`src/rtl/vga_pixel_fetch_pkg.sv`:
```
// vga_pixel_fetch_pkg: shared frame constants, FSM states and pixel types for the VGA pixel fetcher.
package vga_pixel_fetch_pkg;
  localparam int unsigned FRAME_WORDS = 115200;
  localparam int unsigned FRAME_PIXELS = 76800;
  localparam int unsigned FIFO_DEPTH = 8;
  localparam int unsigned FIFO_CW = $clog2(FIFO_DEPTH + 1);
  localparam int unsigned CNT_W = 17;
  localparam int unsigned ADDR_W = 18;
  typedef enum logic [1:0] {S_IDLE, S_FETCH, S_DRAIN, S_WAIT_FRAME} state_e;
  typedef struct packed {
    logic [7:0] r;
    logic [7:0] g;
    logic [7:0] b;
  } rgb24_t;
  typedef struct packed {
    logic       v;
    logic [1:0] ph;
  } tag_t;
endpackage

```
`src/rtl/vga_pixel_fetch_fifo.sv`:
```
// pixel_fifo: synchronous FIFO with flush, simultaneous push/pop and occupancy count.
module pixel_fifo #(
  parameter int unsigned DEPTH = 8,
  parameter int unsigned WIDTH = 24
) (
  input  logic                         clk_i,
  input  logic                         rst_i,
  input  logic                         flush_i,
  input  logic                         push_i,
  input  logic                         pop_i,
  input  logic [WIDTH-1:0]             data_i,
  output logic [WIDTH-1:0]             data_o,
  output logic                         full_o,
  output logic                         empty_o,
  output logic [$clog2(DEPTH+1)-1:0]   count_o
);
  localparam int unsigned AW = $clog2(DEPTH);
  localparam int unsigned CW = $clog2(DEPTH + 1);
  logic [WIDTH-1:0] mem_q [DEPTH];
  logic [AW-1:0] wr_q, rd_q;
  logic [CW-1:0] cnt_q;
  logic do_pop, do_push;
  assign do_pop = pop_i && cnt_q != '0;
  assign do_push = push_i && (cnt_q != CW'(DEPTH) || do_pop);
  assign data_o = mem_q[rd_q];
  assign full_o = cnt_q == CW'(DEPTH);
  assign empty_o = cnt_q == '0;
  assign count_o = cnt_q;
  always_ff @(posedge clk_i) begin
    if (rst_i) begin
      for (int i = 0; i < int'(DEPTH); i++) mem_q[i] <= '0;
      wr_q <= '0;
      rd_q <= '0;
      cnt_q <= '0;
    end else if (flush_i) begin
      wr_q <= '0;
      rd_q <= '0;
      cnt_q <= '0;
    end else begin
      if (do_push) begin
        mem_q[wr_q] <= data_i;
        wr_q <= (wr_q == AW'(DEPTH - 1)) ? '0 : wr_q + 1'b1;
      end
      if (do_pop) rd_q <= (rd_q == AW'(DEPTH - 1)) ? '0 : rd_q + 1'b1;
      cnt_q <= cnt_q + CW'(do_push) - CW'(do_pop);
    end
  end
endmodule

```
`src/rtl/vga_pixel_fetch.sv`:
```
// vga_pixel_fetch: streams RGB888 pixels from 3-word SRAM triplets into a pixel FIFO for VGA.
// Optional sticky underflow detection is built when PIXEL_FETCH_UNDERFLOW_EN is defined.
module vga_pixel_fetch
  import vga_pixel_fetch_pkg::*;
#(
  parameter int unsigned NUM_WORDS = FRAME_WORDS
) (
  input  logic              clk_i,
  input  logic              rst_i,
  input  logic              enable_i,
  input  logic              frame_start_i,
  input  logic [ADDR_W-1:0] base_address_i,
  output logic [ADDR_W-1:0] sram_address_o,
  output logic              sram_we_n_o,
  input  logic [15:0]       sram_read_data_i,
  input  logic              pixel_pop_i,
  output logic              pixel_valid_o,
  output logic [7:0]        pixel_r_o,
  output logic [7:0]        pixel_g_o,
  output logic [7:0]        pixel_b_o,
  output logic              frame_done_o,
  output logic              underflow_o
);
  localparam int unsigned NUM_PIXELS = NUM_WORDS / 3 * 2;
  state_e state_q;
  logic [ADDR_W-1:0] base_q, addr_q;
  logic [CNT_W-1:0] cnt_q, pop_cnt_q;
  logic [1:0] phase_q;
  tag_t tag1_q, tag2_q;
  logic [15:0] sav_q;
  logic frame_done_q;
  logic [FIFO_CW-1:0] fifo_cnt, inflight;
  logic fifo_empty, fifo_full;
  logic issue, last_word, push, pop_ok, final_pop;
  rgb24_t push_px, head_px;
  always_comb begin
    inflight = FIFO_CW'(tag1_q.v && tag1_q.ph != 2'd0) + FIFO_CW'(tag2_q.v && tag2_q.ph != 2'd0);
    issue = state_q == S_FETCH && enable_i && cnt_q < CNT_W'(NUM_WORDS) &&
            (phase_q != 2'd0 || fifo_cnt + inflight <= FIFO_CW'(FIFO_DEPTH - 2));
    last_word = cnt_q == CNT_W'(NUM_WORDS - 1);
    push = tag2_q.v && tag2_q.ph != 2'd0;
    push_px = tag2_q.ph == 2'd1 ? rgb24_t'({sav_q, sram_read_data_i[15:8]})
                                : rgb24_t'({sav_q[7:0], sram_read_data_i});
    pop_ok = pixel_pop_i && !frame_start_i && !fifo_empty;
    final_pop = pop_ok && pop_cnt_q == CNT_W'(NUM_PIXELS - 1);
  end
  pixel_fifo #(.DEPTH(FIFO_DEPTH), .WIDTH($bits(rgb24_t))) u_fifo (
    .clk_i   (clk_i),
    .rst_i   (rst_i),
    .flush_i (frame_start_i),
    .push_i  (push && enable_i && (!fifo_full || pop_ok)),
    .pop_i   (pixel_pop_i && !frame_start_i),
    .data_i  (push_px),
    .data_o  (head_px),
    .full_o  (fifo_full),
    .empty_o (fifo_empty),
    .count_o (fifo_cnt)
  );
  // Tags follow each read through the two SRAM cycles; later assignments below take priority.
  always_ff @(posedge clk_i) begin
    if (rst_i) begin
      state_q <= S_IDLE;
      base_q <= '0;
      addr_q <= '0;
      cnt_q <= '0;
      pop_cnt_q <= '0;
      phase_q <= '0;
      tag1_q <= '0;
      tag2_q <= '0;
      sav_q <= '0;
      frame_done_q <= 1'b0;
    end else begin
      tag1_q <= {issue, phase_q};
      tag2_q <= tag1_q;
      frame_done_q <= 1'b0;
      if (tag2_q.v && tag2_q.ph != 2'd2) sav_q <= sram_read_data_i;
      if (pop_ok) pop_cnt_q <= pop_cnt_q + CNT_W'(1);
      if (issue) begin
        cnt_q <= cnt_q + CNT_W'(1);
        phase_q <= phase_q == 2'd2 ? 2'd0 : phase_q + 2'd1;
        if (!last_word) addr_q <= base_q + ADDR_W'(cnt_q) + ADDR_W'(1);
      end
      if (issue && last_word) state_q <= S_DRAIN;
      if (state_q == S_DRAIN && final_pop) begin
        state_q <= S_WAIT_FRAME;
        frame_done_q <= 1'b1;
      end
      if (!enable_i) begin
        state_q <= S_IDLE;
        tag1_q <= '0;
        tag2_q <= '0;
      end
      if (frame_start_i) begin
        state_q <= enable_i ? S_FETCH : S_IDLE;
        base_q <= base_address_i;
        addr_q <= base_address_i;
        cnt_q <= '0;
        pop_cnt_q <= '0;
        phase_q <= '0;
        tag1_q <= '0;
        tag2_q <= '0;
      end
    end
  end
`ifdef PIXEL_FETCH_UNDERFLOW_EN
  logic underflow_q;
  always_ff @(posedge clk_i) begin
    if (rst_i || frame_start_i) underflow_q <= 1'b0;
    else if (pixel_pop_i && fifo_empty) underflow_q <= 1'b1;
  end
  assign underflow_o = underflow_q;
`else
  assign underflow_o = 1'b0;
`endif
  assign sram_address_o = addr_q;
  assign sram_we_n_o = 1'b1;
  assign pixel_valid_o = !fifo_empty;
  assign pixel_r_o = head_px.r;
  assign pixel_g_o = head_px.g;
  assign pixel_b_o = head_px.b;
  assign frame_done_o = frame_done_q;
endmodule

```
`config.mk`:
```
export PLATFORM = sky130hd
export DESIGN_NAME = vga_pixel_fetch
export DESIGN_NICKNAME = d
export VERILOG_FILES = /design/src/rtl/vga_pixel_fetch_pkg.sv /design/src/rtl/vga_pixel_fetch_fifo.sv /design/src/rtl/vga_pixel_fetch.sv
export SDC_FILE = /design/constraint.sdc
export NUM_CORES = 1
export LEC_CHECK = 0
export BUFFER_PORTS_ARGS = -buffer_cell sky130_fd_sc_hd__buf_2
export CAP_MARGIN = 10
export CORE_AREA = 2 2 155 157
export DETAILED_ROUTE_END_ITERATION = 10
export DIE_AREA = 0 0 157 159
export PLACE_DENSITY = 0.85
export SYNTH_ARGS = -nofsm -noshare
export SYNTH_HDL_FRONTEND = slang
export SYNTH_SLANG_ARGS = --single-unit
```
`constraint.sdc`:
```
create_clock -name clk_i -period 3.3 [get_ports clk_i]
set_input_delay 0.165 -clock clk_i [delete_from_list [all_inputs] [get_ports clk_i]]
set_output_delay 0.165 -clock clk_i [all_outputs]
set_load 0.05 [all_outputs]
```
# == Yosys cells after proc, flatten, opt, wreduce, memory -nomap -nowiden ==
# Memory sizes are Yosys's and may differ from the RTL's. A register that Yosys moved wholly into a read port is not among the register bits.
# Cells that the tools add are included.
# word_totals
ramBits,192
in_bits,39
wordCells,98
reg_bits,107
mem_count,1
# mem_list
memory,words,width,read_ports,rd_clocked_by_memory_dff,wr,line,source
u_fifo.mem_q,8,24,1,1,8,vga_pixel_fetch_fifo.sv:19,logic [WIDTH-1:0] mem_q [DEPTH];
# classes
muxes,24
add_sub_neg,11
n_eq_ne,13
n_bitwise,1
n_lt_le_gt_ge,2
reduce_logical,31
# ops
cell,count
$mux W18,3
$mux W24,2
$add A17 B1 Y17 const B,2
$eq A17 B17 Y1 const B,2
$reduce_or A24 Y1,1
$add A18 B1 Y18 const B,1
$add A18 B17 Y18,1
$lt A17 B17 Y1 const B,1
$logic_and A1 B1 Y1,15
$mux W3,5
$mux W2,5
$mux W1,9
$reduce_bool A2 Y1,4
$add A3 B1 Y3 const B,2
$eq A3 B3 Y1 const B,2
$add A4 B1 Y4,1
$add A4 B2 Y4,1
$eq A2 B1 Y1 const B,2
$eq A2 B2 Y1 const B,2
$eq A4 B4 Y1 const B,1
$le A4 B3 Y1 const B,1
$logic_not A4 Y1,1
$ne A2 B2 Y1 const B,2
$ne A4 B1 Y1 const B,1
11 further kinds,15

# == Longest topological paths before layout ==
# depth
word_depth,12
mapped_depth,11

# == Cells and area by module ==
# Synthesis repeated with hierarchy kept, for this count alone.
# hier_totals
hier_cells,1227
hier_area_um2,14341.3
# modules_own_cells
mod,n_inst,area_per_inst_um2,cells_each
pixel_fifo,1,9220.1,633
vga_pixel_fetch,1,5121.2,594

# == Worst setup path after synthesis ==
# No wires, ideal clock.
# synth_timing
path_kind,register -> register
startpoint,"reg u_fifo.cnt_q[2], in the netlist u_fifo.count_o[2]"
endpoint,mem u_fifo.mem_q[7][0] (enable)
required_ps,2919
setup_time_ps,381
arrival_ps,2525
slack_ps,394
path_stages_with_launch,10
path_buffers,1
path_cell_list,dfxtp_1 > inv_1 > ha_1 > or3b_2 > a31oi_1 > nand3_1 > nor2_1 > nand3_1 > clkbuf_1 > nand2_1
# synth_rtl
element,line,source
start: declaration,vga_pixel_fetch_fifo.sv:21,logic [CW-1:0] cnt_q;
start signal: assignment,vga_pixel_fetch_fifo.sv:45,cnt_q <= cnt_q + CW'(do_push) - CW'(do_pop);
end: declaration,vga_pixel_fetch_fifo.sv:19,

# == Final worst setup path ==
# layout_timing
startpoint,reg tag2_q[0] (netlist name)
endpoint,reg cnt_q[11]
# layout_between
elab_chain_cells,7
# layout_rtl
element,line,source
start: declaration,vga_pixel_fetch.sv:29,"tag_t tag1_q, tag2_q;"
start signal: assignment,vga_pixel_fetch.sv:74,tag2_q <= tag1_q;
$reduce_bool A2 Y1,vga_pixel_fetch.sv:37,inflight = FIFO_CW'(tag1_q.v && tag1_q.ph != 2'd0) + FIFO_CW'(tag2_q.v && tag2_q.ph != 2'd0);
$logic_and A1 B1 Y1,vga_pixel_fetch.sv:37,
$add A1 B1 Y2,vga_pixel_fetch.sv:37,
$add A4 B2 Y4,vga_pixel_fetch.sv:39,(phase_q != 2'd0 || fifo_cnt + inflight <= FIFO_CW'(FIFO_DEPTH - 2));
$le A4 B3 Y1,vga_pixel_fetch.sv:39,
$logic_or A1 B1 Y1,vga_pixel_fetch.sv:39,
$logic_and A1 B1 Y1,vga_pixel_fetch.sv:38,issue = state_q == S_FETCH && enable_i && cnt_q < CNT_W'(NUM_WORDS) &&
end signal: assignment,vga_pixel_fetch.sv:79,cnt_q <= cnt_q + CNT_W'(1);
end: declaration,vga_pixel_fetch.sv:27,"logic [CNT_W-1:0] cnt_q, pop_cnt_q;"
# Every way passes these cells.
# A chain may end at the register's enable or synchronous reset.

==> reports/summary.txt <==
status = completed
Synth cell types = 60
maximum VDD drop = 0.000390 V
Post-synth EDFFs = 192
CP Capture Type = flop
CP Class = flop to flop
Layout Utilization = 0.683
R2R Path Start = tag2_q[0]$_SDFF_PP0_
path type of the worst min-delay path = primary input to flop
post-cts resize count = 0
I/O pin count = 85
number of global-route vias before repair = 10.1k
max incr delay on CP = 0.44 ns
Cell Count, Final, Fillers Out = 1635
total number of vias = 9856
CP max stage cell = fa_1
WL final = 33.4 mm
die height = 159 um
Worst slew margin = 0.186
Worst Path Required = 3.78 ns
initial antenna violation count = 0
Period minus WS final = 3.02 ns
Most used DFF post-synth = edfxtp_1
sequential area share after synthesis = 0.580
CTS sink cnt = 302
drt first pass iters = 5
Synth Cell Area = 13700 um2
worst-path maximum fanout = 6
pre-CTS setup slack = 0.301 ns
maximum clock path buffer count = 3
Clock Latency Late Sink = 0.56 ns
Routed wire per std cell = 20.4 um
Leakage Power = 5.91 nW
vias per cell = 6.03
RSZ-0062 raised after global routing = no
TritonCTS clock tree = built
Synth area leaders = edfxtp_1, dfxtp_1, mux4_2
worst-case clock skew = 0.0229 ns
Post-Route Setup TNS = 0 ns
largest net degree at the start of global routing = 51
Power Total = 7.83 mW
fin worst setup slack = 0.275 ns
DP HPWL = 20.2 mm
core area = 23200 um2
gr ovfl total = 0
full die area = 25000 um2
Inst Count DP = 1544
Worst setup SP type = flop
Syn-to-layout area delta = 15.3%
clk slew on worst S/H paths = 0.06 ns
net count after synthesis = 1244
Top delay family on crit path = compound AO/OA/AOI/OAI gates
Initial Util = 0.592
Detail Route Antenna Nets = 0
share of cells above drive strength 1 = 0.184
critical path arrival = 3.51 ns
Slew Viols, Final = 0
synthesized instance count = 1171
area leader, netlist = edfxtp_1
crit-path cells = o21ai_0, inv_1, fa_1, ha_1, xnor2_1, o22ai_1, a211o_4, or3_4, or3_1, a21oi_1
final hold violation count = 0
first-pass GRT wire length = 52.2 mm
Least-Margin Pin Slew = 1.22 ns
area share of the largest cell type after synthesis = 0.420
Fmax = 331 MHz
PortBufs = 82
Final Wtd Congestion = 0.836
Max-Cap Viols = 0
H-tree depth = 1
CP bufs+invs = 1
crit share post-route = 0.917
Yosys reg bits = 302
DR iter-0 viols = 943
Synthesis Warnings = 0
synth cell count leaders = nor2_1, edfxtp_1, dfxtp_1, nand2_1, a21oi_1
most frequent cell after synthesis = nor2_1
nets@finish = 1366
endpoints failing setup = 0
GRT Util Overall = 0.268
Die X = 157 um
CTS root buf = clkbuf_16
residual DRC count = 0
PD cells = 494 nW/um2
synthesized area per cell = 11.7 um2
Hold Startpoint = sram_read_data_i[9]
ANT cells = 0
Setup crit start = tag2_q[0]$_SDFF_PP0_
ys async rst share = 0
CTS Buf Count = 30
Site Rows = 56
cells by family (layout without fill, tap and decap cells):
family,Yosys count,after routing,synth area share
and+or+nand+nor,457,457,0.142
other,2,2,0.000547
buffers and inverters,87,232,0.0244
muxes,123,123,0.136
xor gates and xnor gates,37,37,0.0236
DFF,302,302,0.580
adders and majority gates,34,34,0.0326
AOI/OAI and AO/OA,129,129,0.0614
area by class of cell:
cell class	count	area (um2)
Sequential cell	302	7970
Fill cell	1629	7350
Multi-Input combinational cell	782	5440
Timing Repair Buffer	151	1030
Clock buffer	49	852
Tap cell	319	399
Inverter	26	97.6
Clock inverter	6	45.0
final timing paths:
path                                                to  slack, ns  cells past startpoint
worst min-delay path             sav_q[9]$_SDFFE_PP0P_       0.08                      3
worst max register to register  cnt_q[11]$_SDFFE_PP0P_       0.28                     10
worst min register to register  base_q[0]$_SDFFE_PP0P_       0.47                      2
worst max-delay path            cnt_q[11]$_SDFFE_PP0P_       0.28                     10
layer usage:
metal / routed length [um] / track usage
met4: 1240 / 0.105
met1: 12600 / 0.332
met2: 17100 / 0.466
met5: 0 / 0
met3: 2510 / 0.0463
worst reg2reg max path: stages, from the launching register on:
cell,delay [ns]
dfxtp_1,0.33
o21ai_0,0.23
inv_1,0.09
fa_1,0.44
ha_1,0.22
xnor2_1,0.14
o22ai_1,0.18
a211o_4,0.41
or3_4,0.42
or3_1,0.36
a21oi_1,0.14
state kept, by name, summed over array words and instances, names as in the netlist, named ones only:
signal	flops
u_fifo.mem_q	192
pop_cnt_q	17
tag1_q	3
sram_address_o	18
frame_done_o	1
u_fifo.rd_q	3
u_fifo.count_o	4
phase_q	2
u_fifo.wr_q	3
cnt_q	17
tag2_q	3
sav_q	16
base_q	18
state_q	2
repair_timing:
item,in CTS,in global routing
hold buffers,36,0
setup buffers,0,0
hold endpoints to repair,62,0
where the power goes:
group          switching [mW]  internal [mW]  total (mW)
Sequential             0.0521           4.14        4.19
Combinational           0.326          0.165       0.491
Clock                    1.39           1.76        3.15
layout by cell type (no fill, tap or decap), types with 4 or more instances in the layout:
master / netlist / routed
a21o_1: 8 / 8
a21oi_1: 54 / 54
a221oi_1: 6 / 6
a311oi_1: 4 / 4
and2_1: 5 / 5
and3_1: 12 / 12
and4_1: 4 / 4
buf_2: 1 / 82
buf_4: 2 / 32
clkbuf_1: 47 / 16
clkbuf_16: 0 / 30
dfxtp_1: 110 / 108
dlygate4sd3_1: 0 / 36
edfxtp_1: 192 / 192
ha_1: 31 / 31
inv_1: 26 / 26
mux2_2: 24 / 24
mux2i_1: 51 / 51
mux4_2: 48 / 48
nand2_1: 78 / 78
nand3_1: 28 / 28
nand4_1: 11 / 11
nor2_1: 279 / 279
nor3_1: 8 / 8
nor4_1: 5 / 5
o21ai_0: 20 / 20
o221ai_1: 5 / 5
or3_1: 9 / 9
xnor2_1: 18 / 18
xor2_1: 19 / 19
stage by stage:
step           hold slack (ns)  cell area [um2]
2_1_floorplan            0.309            13700
3_5_place_dp             0.418            14600
3_3_place_gp             0.414            14600
6_report                0.0811            15800
5_1_grt                 0.0449            15800
4_1_cts                 0.0457            15800
Power figures use the tool's default switching activity.
